File: src/rtl/bf16_acc_pkg.sv
// bf16_acc_pkg: opcodes, issue FSM states and the request record shared by the BF16 command stage
package bf16_acc_pkg;
    localparam logic [3:0] OP_B2F = 4'd0, OP_F2B = 4'd1, OP_ADD = 4'd2, OP_SUB = 4'd3,
                           OP_MUL = 4'd4, OP_DIV = 4'd5, OP_SQRT = 4'd6, OP_FMADD = 4'd7,
                           OP_FMSUB = 4'd8, OP_FNMADD = 4'd9, OP_FMNSUB = 4'd10;
    localparam logic [3:0] OP_MAX_LEGAL = OP_FMNSUB;
    typedef enum logic [1:0] {IDLE, ISSUE, RESP} issue_state_t;
    typedef struct packed {
        logic [3:0]  op;
        logic [31:0] a;
        logic [31:0] b;
        logic [31:0] c;
        logic [3:0]  tag;
    } acc_req_t;
endpackage

File: src/rtl/bf16_sync_fifo.sv
// bf16_sync_fifo: power-of-2 synchronous FIFO; the count keeps full and empty apart when the pointers meet
module bf16_sync_fifo
    import bf16_acc_pkg::*;
#(
    parameter int  DEPTH = 4,
    parameter type T     = acc_req_t
) (
    input  logic                   clk,
    input  logic                   reset,
    input  logic                   push,
    input  T                       din,
    input  logic                   pop,
    output T                       dout,
    output logic                   full,
    output logic                   empty,
    output logic [$clog2(DEPTH):0] count
);
    localparam int AW = $clog2(DEPTH);
    localparam int CW = AW + 1;
    T mem [DEPTH];
    logic [AW-1:0] wr_ptr, rd_ptr;
    assign dout  = mem[rd_ptr];
    assign full  = count == CW'(DEPTH);
    assign empty = count == '0;
    always_ff @(posedge clk) begin
        if (push) mem[wr_ptr] <= din;
    end
    always_ff @(posedge clk) begin
        if (reset) begin
            wr_ptr <= '0;
            rd_ptr <= '0;
            count  <= '0;
        end else begin
            wr_ptr <= wr_ptr + AW'(push);
            rd_ptr <= rd_ptr + AW'(pop);
            count  <= count + CW'(push) - CW'(pop);
        end
    end
endmodule

File: src/rtl/bf16_acc_cmd_issue.sv
// bf16_acc_cmd_issue: queues host ops and issues them one at a time to the BF16 core, in order.
// Define BF16_ILLEGAL_OP_CHECK_EN to answer opcodes above OP_MAX_LEGAL without enabling the core.
module bf16_acc_cmd_issue
    import bf16_acc_pkg::*;
#(
    parameter int DEPTH   = 4,
    parameter int TAG_W   = 4,
    parameter int MIN_LAT = 2,
    parameter int TIMEOUT = 16
) (
    input  logic                   clk,
    input  logic                   reset,
    input  logic                   req_valid,
    output logic                   req_ready,
    input  logic [3:0]             req_op,
    input  logic [31:0]            req_a,
    input  logic [31:0]            req_b,
    input  logic [31:0]            req_c,
    input  logic [TAG_W-1:0]       req_tag,
    output logic                   acc_enable,
    output logic [3:0]             acc_operation,
    output logic [31:0]            acc_operand_a,
    output logic [31:0]            acc_operand_b,
    output logic [31:0]            acc_operand_c,
    input  logic [31:0]            acc_result,
    input  logic [3:0]             acc_fpcsr,
    input  logic                   acc_valid,
    output logic                   rsp_valid,
    input  logic                   rsp_ready,
    output logic [31:0]            rsp_result,
    output logic [3:0]             rsp_fpcsr,
    output logic [TAG_W-1:0]       rsp_tag,
    output logic                   rsp_err,
    output logic [$clog2(DEPTH):0] occupancy
);
    localparam int CW = $clog2(TIMEOUT + 1);
    typedef struct packed {
        logic [3:0]       op;
        logic [31:0]      a;
        logic [31:0]      b;
        logic [31:0]      c;
        logic [TAG_W-1:0] tag;
    } req_t;
    issue_state_t state, state_d;
    req_t head, iss;
    logic [CW-1:0] cnt;
    logic push, pop, full, empty, ill, ok, tmo;
    assign req_ready = !full;
    assign push      = req_valid && req_ready;
    bf16_sync_fifo #(.DEPTH(DEPTH), .T(req_t)) u_fifo (
        .clk(clk), .reset(reset), .push(push), .din(req_t'{req_op, req_a, req_b, req_c, req_tag}),
        .pop(pop), .dout(head), .full(full), .empty(empty), .count(occupancy)
    );
`ifdef BF16_ILLEGAL_OP_CHECK_EN
    assign ill = head.op > OP_MAX_LEGAL;
`else
    assign ill = 1'b0;
`endif
    assign pop = state == IDLE && !empty;
    // early valids are leftovers from a previous op still draining out of the core
    assign ok  = state == ISSUE && acc_valid && cnt >= CW'(MIN_LAT);
    assign tmo = state == ISSUE && !ok && cnt == CW'(TIMEOUT - 1);
    always_comb begin
        state_d = state;
        state_d = state == IDLE  ? (pop ? (ill ? RESP : ISSUE) : IDLE) :
                  state == ISSUE ? (ok || tmo ? RESP : ISSUE) :
                                   (rsp_ready ? IDLE : RESP);
    end
    always_ff @(posedge clk) begin
        if (reset) state <= IDLE;
        else state <= state_d;
    end
    always_ff @(posedge clk) begin
        if (reset) begin
            iss        <= '0;
            cnt        <= '0;
            rsp_result <= '0;
            rsp_fpcsr  <= '0;
            rsp_err    <= 1'b0;
        end else if (pop) begin
            iss        <= head;
            cnt        <= '0;
            rsp_result <= '0;
            rsp_fpcsr  <= ill ? 4'b0001 : 4'b0000;
            rsp_err    <= ill;
        end else if (state == ISSUE) begin
            cnt <= cnt == CW'(TIMEOUT) ? cnt : cnt + 1'b1;
            if (ok) begin
                rsp_result <= acc_result;
                rsp_fpcsr  <= acc_fpcsr;
                rsp_err    <= 1'b0;
            end else if (tmo) begin
                rsp_result <= '0;
                rsp_fpcsr  <= '0;
                rsp_err    <= 1'b1;
            end
        end
    end
    assign acc_enable    = state == ISSUE;
    assign acc_operation = iss.op;
    assign acc_operand_a = iss.a;
    assign acc_operand_b = iss.b;
    assign acc_operand_c = iss.c;
    assign rsp_valid     = state == RESP;
    assign rsp_tag       = iss.tag;
endmodule

File: config.mk
export PLATFORM = sky130hd
export DESIGN_NAME = bf16_acc_cmd_issue
export DESIGN_NICKNAME = d
export VERILOG_FILES = /design/src/rtl/bf16_acc_pkg.sv /design/src/rtl/bf16_sync_fifo.sv /design/src/rtl/bf16_acc_cmd_issue.sv
export SDC_FILE = /design/constraint.sdc
export NUM_CORES = 1
export LEC_CHECK = 0
export CAP_MARGIN = 40
export CORE_UTILIZATION = 51
export DETAILED_ROUTE_END_ITERATION = 8
export GPL_TIMING_DRIVEN = 0
export PLACE_DENSITY = 0.73
export SYNTH_ARGS = -nofsm -noshare
export SYNTH_HDL_FRONTEND = slang
export SYNTH_SLANG_ARGS = --single-unit
File: constraint.sdc
create_clock -name clk -period 24 [get_ports clk]
set_input_delay 3.6 -clock clk [delete_from_list [all_inputs] [get_ports clk]]
set_output_delay 3.6 -clock clk [all_outputs]
set_load 0.02 [all_outputs]
==> impl_metrics.env, run 1 <==
export IMPL_ir_drop_mv=0.0794
export IMPL_synth_top_family_by_area="multiplexers"
export IMPL_arrival_ns=2.04
export IMPL_port_buffers=291
export IMPL_setup_viol=0
export IMPL_dpl_cell_area_um2=23900
export IMPL_grt_pass1_vias=10700
export IMPL_hold_buffers=0
export IMPL_cts_sinks=571
export IMPL_synth_edf_count=416
export IMPL_nets=1478
export IMPL_htree_num_levels=2
export IMPL_io_pins=292
export IMPL_wl_um=41400
export IMPL_fin_crit_ns=5.64
export IMPL_fmax_mhz=177
export IMPL_p_total_mw=2.91
export IMPL_worst_path_max_fanout=8
export IMPL_drive_above_1_share=0.193
export IMPL_syn_num_nets=1095
export IMPL_async_reset_ff_frac=0
export IMPL_fp_dieH_um=200
export IMPL_critical_path_class="register to output port"
export IMPL_avgSynthCellArea_um2=21.2
export IMPL_grt_setup_unrepaired="false"
export IMPL_clkTransAtPathRegs_ns=0.06
export IMPL_required_ns=20.40
export IMPL_setup_tns_final_ns=0
export IMPL_vias_per_cell=5.43
export IMPL_status="finished, final reports clean"
export IMPL_ant_nets=0
export IMPL_holdWs_ns=0.472
export IMPL_grt_max_degree=53
export IMPL_die_area_um2=39900
export IMPL_synth_seq_cells=571
export IMPL_ys_seq_area_frac=0.782
export IMPL_hold_viol_final=0
export IMPL_cp_num_buf_inv=2
export IMPL_worst_pin_slew_ns=0.799
export IMPL_crit_start="state[0]$_SDFF_PP0_"
export IMPL_cts_buffer_depth=3
export IMPL_netlist_area_um2=20000
export IMPL_critical_path_max_stage_delay_ns=0.64
export IMPL_path_delay_family="buffers and inverters"
export IMPL_p_leak_nw=8.71
export IMPL_num_rows=72
export IMPL_synth_compound_area_share=0.0670
export IMPL_synthAdderAreaFrac=0.00602
export IMPL_drt_pass1_iter_count=7
export IMPL_holdCritStartpoint="rsp_fpcsr[1]$_SDFFE_PP0P_"
export IMPL_end_kind="output port"
export IMPL_syn_to_final_growth_pct=28.8
export IMPL_post_cts_resize_count=0
export IMPL_grt_use_total=0.210
export IMPL_critPathSlowestCell="clkdlybuf4s50_1"
export IMPL_crit_path_cell_trace="nand2b_1 -> inv_2 -> clkdlybuf4s50_1"
export IMPL_synthCells=941
export IMPL_synth_xor_area_share=0.00263
export IMPL_start_util=0.516
export IMPL_cts_buffers=56
export IMPL_cts_root_buf="clkbuf_16"
export IMPL_slew_limit_headroom=0.465
export IMPL_grt_overflow=0
export IMPL_ys_flop_type="edfxtp_1"
export IMPL_critPathLaunchType="register"
export IMPL_post_cts_buffers=0
export IMPL_die_w_um=200
export IMPL_clock_latency_ns=0.61
export IMPL_synth_simple_area_share=0.00960
export IMPL_hpwl_um=27200
export IMPL_drt_initial_drc_count=518
export IMPL_yosysWarnings=0
export IMPL_grt_pass1_wl_um=62100
export IMPL_routedWlPerCell_um=21.9
export IMPL_power_density_nw_per_um2=113
export IMPL_yosysUniqueCellTypes=38
export IMPL_gp_congestion=0.718
export IMPL_drc=0
export IMPL_design_area_um2=25700
export IMPL_core_area_um2=38600
export IMPL_hp_class="register to register"
export IMPL_synth_area_mux_share=0.118
export IMPL_cts_tree="built"
export IMPL_post_route_period_util=0.235
export IMPL_cap_violations=0
export IMPL_antenna_found_initial=2
export IMPL_nFillCells=2531
export IMPL_num_vias=10300
export IMPL_finClkSkew_ns=0.0159
export IMPL_rr_startpoint="u_fifo.count[1]$_SDFF_PP0_"
export IMPL_drv_slew=0
[kinds of logic after synthesis]
family | after synthesis
DFF | 571
AOI/OAI and AO/OA | 151
muxes | 105
buffers and inverters | 64
and+or+nand+nor | 35
adders and majority gates | 9
xor gates and xnor gates | 6
[layer usage]
metal  global-route usage  part of all wire  vias up  wire (um)
li1                     -                 -     4663          -
met1                0.263              0.40     5245      16600
met2                0.360              0.51      303      21200
met3               0.0509             0.066       54       2750
met4               0.0721             0.021        2        878
met5                    0           0.00043        -         18
[final cells by class]
class                      count  area, um^2  share of cell area
buffer                        53         260              0.0101
tap                          518         648              0.0252
antenna                        1        2.50           0.0000974
multi-input combinational    306        4080               0.159
sequential                   571       15600               0.607
inverter                      11        41.3             0.00161
timing repair buffer         325        3310               0.129
clock buffer                  90        1650              0.0643
clock inverter                15         115             0.00448
[cell usage after synthesis, types with 2 or more instances]
cell	instances	area, um^2
nor2b_1	6	37.5
buf_2	28	140
nor2_2	2	12.5
mux4_2	104	2340
nand2_1	4	15.0
or3_1	2	12.5
a22o_1	140	1230
dfxtp_1	155	3100
nor3b_1	2	15.0
a21oi_1	2	10.0
inv_1	10	37.5
xnor2_1	5	43.8
nor3_1	2	10.0
buf_6	3	33.8
nor2_1	11	41.3
ha_1	8	100
and3_1	2	12.5
clkbuf_1	20	75.1
edfxtp_1	416	12500
[sequential cells by signal, indices dropped and copies added (netlist names)]
| name | count |
|---|---|
| acc_operand_a | 32 |
| acc_operand_b | 32 |
| acc_operand_c | 32 |
| acc_operation | 4 |
| cnt | 5 |
| rsp_err | 1 |
| rsp_fpcsr | 4 |
| rsp_result | 32 |
| rsp_tag | 4 |
| state | 2 |
| u_fifo.count | 3 |
| u_fifo.mem | 416 |
| u_fifo.rd_ptr | 2 |
| u_fifo.wr_ptr | 2 |
[through the flow]
step	worst slack, ns	utilization	instances
detailed placement	17.88	0.619	1783
global placement	5.39	0.608	1750
floorplan	12.04	-	941
finish	18.36	0.665	1890
global route	18.25	0.665	1889
CTS	18.31	0.665	1888
[worst reg2reg max path: stages (launching register included)]
cell and delay [ns]:
dfxtp_1 0.44, nor2_1 0.08, nand2_1 0.08, nand2_1 0.13
nor3b_2 0.71, buf_4 0.34, buf_4 0.24, buf_6 0.18
buf_6 0.15
[where the power goes]
group | internal, mW | leakage (nW) | switching (mW) | total, mW
registers | 1.23 | 5.08 | 0.0703 | 1.30
logic | 0.384 | 2.76 | 0.400 | 0.785
clock network | 0.472 | 0.869 | 0.356 | 0.828
total | 2.08 | 8.71 | 0.827 | 2.91
[cell usage in the layout, fill, tap and decap left out, types with 2 or more instances in the layout]
cell type / instances
edfxtp_1: 416
clkdlybuf4s50_1: 291
dfxtp_1: 155
a22o_1: 140
mux4_2: 104
clkbuf_16: 56
clkbuf_1: 41
buf_2: 28
buf_4: 16
buf_6: 16
clkbuf_8: 12
inv_1: 10
nor2_1: 10
ha_1: 8
clkinv_2: 7
nor2b_1: 6
xnor2_1: 5
nand2_1: 4
buf_12: 4
clkinv_8: 3
clkinv_1: 3
nor3_2: 2
nor2_2: 2
or3_1: 2
a21oi_1: 2
buf_16: 2
[path summary, 6_finish.rpt]
kind                                     end  slack [ns]  depth (start not counted)
hold reg to reg    rsp_fpcsr[1]$_SDFFE_PP0P_        0.47                          1
setup / recovery                  acc_enable       18.36                          3
setup reg to reg  u_fifo.mem[2][1]$_DFFE_PP_       21.36                          8
hold / removal     rsp_fpcsr[1]$_SDFFE_PP0P_        0.47                          1
Power figures use the tool's default switching activity.
==> inputs of run 2 (changes only) <==
--- a/config.mk
+++ b/config.mk
@@ -6,7 +6,7 @@
 export NUM_CORES = 1
 export LEC_CHECK = 0
 export CAP_MARGIN = 40
-export CORE_UTILIZATION = 51
+export CORE_UTILIZATION = 49
 export DETAILED_ROUTE_END_ITERATION = 8
 export GPL_TIMING_DRIVEN = 0
 export PLACE_DENSITY = 0.73
==> constraint.sdc (replaced) <==
create_clock -name clk -period 4.85 [get_ports clk]
set_input_delay 0.7275 -clock clk [delete_from_list [all_inputs] [get_ports clk]]
set_output_delay 0.7275 -clock clk [all_outputs]
set_load 0.02 [all_outputs]
==> impl_metrics.env, run 2 (synthesis results as in run 1) <==
export IMPL_top_register="u_fifo.mem"
export IMPL_arrival_ns=2.09
export IMPL_cts_buffer_depth=3
export IMPL_htree_num_levels=2
export IMPL_final_common_cell="edfxtp_1"
export IMPL_finClkSkew_ns=0.0134
export IMPL_cts_root_buf="clkbuf_16"
export IMPL_setup_viol=0
export IMPL_critPathSlowestCell="clkdlybuf4s50_1"
export IMPL_place_ws_ns=1.51
export IMPL_grt_pass1_wl_um=64100
export IMPL_final_cell_mix="416 x edfxtp_1, 291 x clkdlybuf4s50_1, 155 x dfxtp_1, 140 x a22o_1, 104 x mux4_2"
export IMPL_grt_pass1_vias=10900
export IMPL_critPathLaunchType="register"
export IMPL_fin_ws_ns=2.03
export IMPL_cts_tree="built"
export IMPL_hpwl_um=27800
export IMPL_whs_endpoint="rsp_result[4]$_SDFFE_PP0P_"
export IMPL_cts_sinks=571
export IMPL_path_delay_family="buffers and inverters"
export IMPL_fmax_mhz=355
export IMPL_grt_overflow=0
export IMPL_status="finished, final reports clean"
export IMPL_routedWlPerCell_um=22.5
export IMPL_syn_to_final_growth_pct=30.0
export IMPL_post_route_period_util=0.582
export IMPL_p_leak_nw=8.76
export IMPL_drv_slew=0
export IMPL_fin_cells=1891
export IMPL_p_total_mw=14.7
export IMPL_required_ns=4.12
export IMPL_worst_path_max_fanout=8
export IMPL_cap_violations=0
export IMPL_design_area_um2=25900
export IMPL_cts_buffers=56
export IMPL_power_frac_comb=0.270
export IMPL_hp_class="register to register"
export IMPL_ff2ff_setup_slack_ns=2.19
export IMPL_vias_per_cell=5.45
export IMPL_r2r_end="u_fifo.mem[2][4]$_DFFE_PP_"
export IMPL_largest_reg_flops=416
export IMPL_critical_path_max_stage_delay_ns=0.71
export IMPL_drt_initial_drc_count=596
export IMPL_nets=1470
export IMPL_drc=0
export IMPL_power_density_nw_per_um2=567
export IMPL_place_inst=1782
export IMPL_core_area_um2=39900
export IMPL_swShare=0.280
export IMPL_slew_limit_headroom=0.498
export IMPL_reg2reg_depth=9
export IMPL_num_vias=10300
export IMPL_fp_dieH_um=204
export IMPL_nFillCells=2697
export IMPL_end_kind="output port"
export IMPL_fin_util=0.650
export IMPL_ir_drop_mv=0.397
export IMPL_hold_viol_final=0
export IMPL_holdWs_ns=0.474
export IMPL_die_w_um=204
export IMPL_critical_path_class="register to output port"
export IMPL_crit_path_cell_trace="nand2b_1 -> inv_2 -> clkdlybuf4s50_1"
export IMPL_port_buffers=291
export IMPL_power_frac_clock=0.294
export IMPL_fin_crit_ns=2.82
export IMPL_clock_latency_ns=0.59
export IMPL_io_pins=292
export IMPL_dpl_cell_area_um2=24100
export IMPL_worst_pin_slew_ns=0.752
export IMPL_num_rows=73
export IMPL_grt_setup_unrepaired="false"
export IMPL_whs_path_depth=1
export IMPL_wl_um=42500
export IMPL_pwr_share_seq=0.437
export IMPL_setup_tns_final_ns=0
export IMPL_die_area_um2=41500
export IMPL_gp_congestion=0.768
export IMPL_drive_above_1_share=0.187
export IMPL_clkTransAtPathRegs_ns=0.06
export IMPL_start_util=0.500
export IMPL_drt_pass1_iter_count=5
export IMPL_post_cts_buffers=0
export IMPL_antenna_found_initial=3
export IMPL_rr_startpoint="u_fifo.count[1]$_SDFF_PP0_"
export IMPL_multi_input_area_um2=4090
export IMPL_grt_use_total=0.207
export IMPL_holdCritStartpoint="rsp_result[4]$_SDFFE_PP0P_"
export IMPL_cp_num_buf_inv=2
export IMPL_p_int_mw=10.6
export IMPL_regArea_um2=15600
export IMPL_hold_buffers=0
export IMPL_grt_max_degree=52
export IMPL_switching_power_mw=4.11
export IMPL_ant_nets=0
export IMPL_post_cts_resize_count=0
## run 2: cell types whose count changed in the layout (fill, tap and decap cells not counted), moves of 2 or more
cell       previous run  this run
buf_8                 0        11
clkbuf_16            56        58
bufinv_16             0         5
clkinv_8              3         0
buf_16                2        10
clkinv_1              3         5
buf_4                16         2
inv_6                 0         2
clkbuf_8             12         6
buf_6                16         4
## run 2: per-layer routing
layer,wire (um),vias to the layer above,part of all wire,track usage
li1,-,4659,-,-
met1,17600,5282,0.41,0.267
met2,21500,308,0.50,0.348
met3,2670,52,0.063,0.0487
met4,783,0,0.018,0.0634
met5,0,-,0,0
## run 2: power by group through the flow
stage | sequential (mW) | combinational [mW] | clock [mW]
after global placement | 6.55 | 3.79 | 0
final | 6.41 | 3.97 | 4.31
after global routing | 6.48 | 4.25 | 4.59
after floorplan | 6.94 | 1.79 | 0
after detailed placement | 6.50 | 4.02 | 0
after CTS | 6.42 | 4.04 | 4.40
## run 2: final cells by class
cell class,count,share of cell area
antenna,2,0.000193
buffer,53,0.0100
sequential,571,0.601
inverter,11,0.00159
multi-input combinational,306,0.158
tap,525,0.0253
clock inverter,20,0.00883
timing repair buffer,317,0.132
clock buffer,86,0.0625
## run 2: worst max-delay path by stage
stage / slack (ns) / depth (start not counted) / startpoint / end
after global routing: 1.92 / 3 / state[0]$_SDFF_PP0_ / acc_enable
after global placement: -2.21 / 5 / req_valid / u_fifo.mem[1][2]$_DFFE_PP_
after CTS: 1.97 / 3 / state[0]$_SDFF_PP0_ / acc_enable
final: 2.03 / 3 / state[0]$_SDFF_PP0_ / acc_enable
after detailed placement: 1.51 / 8 / req_valid / u_fifo.mem[2][1]$_DFFE_PP_
after floorplan: 0.55 / 6 / u_fifo.count[1]$_SDFF_PP0_ / u_fifo.mem[1][0]$_DFFE_PP_
==> inputs of run 3 (changes only) <==
==> constraint.sdc (replaced) <==
create_clock -name clk -period 2.5 [get_ports clk]
set_input_delay 0.375 -clock clk [delete_from_list [all_inputs] [get_ports clk]]
set_output_delay 0.375 -clock clk [all_outputs]
set_load 0.02 [all_outputs]
==> impl_metrics.env, run 3 (synthesis results as in run 1) <==
export IMPL_status="finished, final reports clean"
export IMPL_critical_path_class="register to register"
export IMPL_cts_buffer_depth=3
export IMPL_grt_overflow=0
export IMPL_cts_buffers=55
export IMPL_worst_pin_slew_ns=0.854
export IMPL_grt_pass1_wl_um=63500
export IMPL_cts_sinks=571
export IMPL_p_leak_nw=8.70
export IMPL_fin_crit_ns=2.36
export IMPL_rr_startpoint="u_fifo.rd_ptr[1]$_SDFF_PP0_"
export IMPL_reg2reg_depth=5
export IMPL_ff2ff_setup_slack_ns=0.14
export IMPL_setup_viol=0
export IMPL_top_register="u_fifo.mem"
export IMPL_die_w_um=204
export IMPL_cts_root_buf="clkbuf_16"
export IMPL_cts_tree="built"
export IMPL_clkTransAtPathRegs_ns=0.06
export IMPL_drv_slew=0
export IMPL_critical_path_max_stage_delay_ns=0.53
export IMPL_ant_nets=0
export IMPL_syn_to_final_growth_pct=29.2
export IMPL_power_density_nw_per_um2=1080
export IMPL_grt_use_total=0.206
export IMPL_grt_max_degree=45
export IMPL_cp_num_buf_inv=3
export IMPL_final_common_cell="edfxtp_1"
export IMPL_gp_congestion=0.746
export IMPL_setup_tns_final_ns=0
export IMPL_crit_start="u_fifo.rd_ptr[1]$_SDFF_PP0_"
export IMPL_routedWlPerCell_um=22.3
export IMPL_hpwl_um=27500
export IMPL_grt_pass1_vias=10600
export IMPL_drt_initial_drc_count=622
export IMPL_worst_path_max_fanout=10
export IMPL_critPathCapture="acc_operand_a[17]$_SDFFE_PP0P_"
export IMPL_io_pins=292
export IMPL_wl_um=42100
export IMPL_final_cell_mix="416 x edfxtp_1, 290 x clkdlybuf4s50_1, 152 x dfxtp_1, 140 x a22o_1, 104 x mux4_2"
export IMPL_r2r_end="acc_operand_a[17]$_SDFFE_PP0P_"
export IMPL_path_delay_family="buffers and inverters"
export IMPL_slew_limit_headroom=0.429
export IMPL_htree_num_levels=2
export IMPL_ir_drop_mv=0.673
export IMPL_end_kind="register"
export IMPL_start_util=0.500
export IMPL_nets=1468
export IMPL_antenna_found_initial=4
export IMPL_fmax_mhz=423
export IMPL_required_ns=2.98
export IMPL_critPathSlowestCell="clkbuf_1"
export IMPL_num_vias=10200
export IMPL_cap_violations=0
export IMPL_largest_reg_flops=416
export IMPL_hold_buffers=0
export IMPL_port_buffers=291
export IMPL_fp_dieH_um=204
export IMPL_core_area_um2=39900
export IMPL_hp_class="input pin to register"
export IMPL_post_cts_buffers=0
export IMPL_path_common_cell="clkbuf_1"
export IMPL_drc=0
export IMPL_finClkSkew_ns=0.0213
export IMPL_critPathLaunchType="register"
export IMPL_fin_util=0.646
export IMPL_arrival_ns=2.84
export IMPL_num_rows=73
export IMPL_drt_pass1_iter_count=6
export IMPL_cp_num_cells=5
export IMPL_hold_viol_final=0
export IMPL_drive_above_1_share=0.188
export IMPL_clock_latency_ns=0.59
export IMPL_crit_path_cell_trace="clkbuf_1 -> buf_2 -> clkbuf_1 -> mux4_2 -> a22o_1"
export IMPL_die_area_um2=41500
export IMPL_vias_per_cell=5.42
export IMPL_post_route_period_util=0.945
export IMPL_grt_setup_unrepaired="true"
## run 3: changes by cell type in the layout (fill, tap and decap cells not counted), moves of 2 or more
cell	change
dfxtp_1	-3
clkinv_1	+6
bufinv_16	-4
clkinv_8	+2
inv_6	-2
dfxtp_4	+2
clkbuf_1	-4
clkbuf_16	-3
nand2_4	+2
nand2_1	-2
## run 3: cell type report
class                      instances  area (um^2)
antenna                            2         5.00
clock buffer                      80         1540
clock inverter                    23          153
tap                              525          657
fill                            2720        14100
timing repair buffer             316         3410
buffer                            53          260
multi-input combinational        306         4110
inverter                          11         41.3
sequential                       571        15600
## run 3: repair_timing
item                                   4_1_cts  5_1_grt
endpoints found under the hold margin        0        0
resized for setup                            0        1
setup endpoints to repair                    0       31
## run 3: power by group
part           total (mW)  internal [mW]  leakage (nW)  switching [mW]
registers            12.5           11.8          5.08           0.684
clock network        7.73           4.38         0.833            3.34
logic                7.68           3.78          2.79            3.90
## run 3: per-layer routing
layer  up-vias  GRT usage  routed length (um)
li1       4653          -                   -
met5         -          0                  53
met4         6     0.0642                 857
met3        64     0.0521                2780
met2       294      0.347               21200
met1      5219      0.261               17300
## run 3: metrics by stage
stage	worst slack, ns	instances	instance area (um^2)	hold WS [ns]	total power, mW
global placement	-3.76	1757	23600	0.455	20.1
floorplan	-1.21	941	20000	0.474	17.0
finish	0.138	1887	25800	0.392	27.9
detailed placement	-0.308	1781	24100	0.453	20.4
global route	-0.0565	1885	25800	0.362	29.1
CTS	0.0135	1884	25800	0.354	28.2
## run 3: worst min path at each step
stage                                    start                          end  cells past startpoint
finish                          acc_result[24]  rsp_result[24]$_SDFFE_PP0P_                      2
floorplan                           req_tag[0]   u_fifo.mem[0][0]$_DFFE_PP_                      0
CTS                             acc_result[20]  rsp_result[20]$_SDFFE_PP0P_                      2
global route                    acc_result[18]  rsp_result[18]$_SDFFE_PP0P_                      2
global placement    rsp_result[7]$_SDFFE_PP0P_   rsp_result[7]$_SDFFE_PP0P_                      1
detailed placement   rsp_fpcsr[0]$_SDFFE_PP0P_    rsp_fpcsr[0]$_SDFFE_PP0P_                      1
## run 3: worst reg2reg max path: stages, from the launching register on
cell	delay [ns]
dfxtp_1	0.30
clkbuf_1	0.39
buf_2	0.41
clkbuf_1	0.54
mux4_2	0.42
a22o_1	0.20
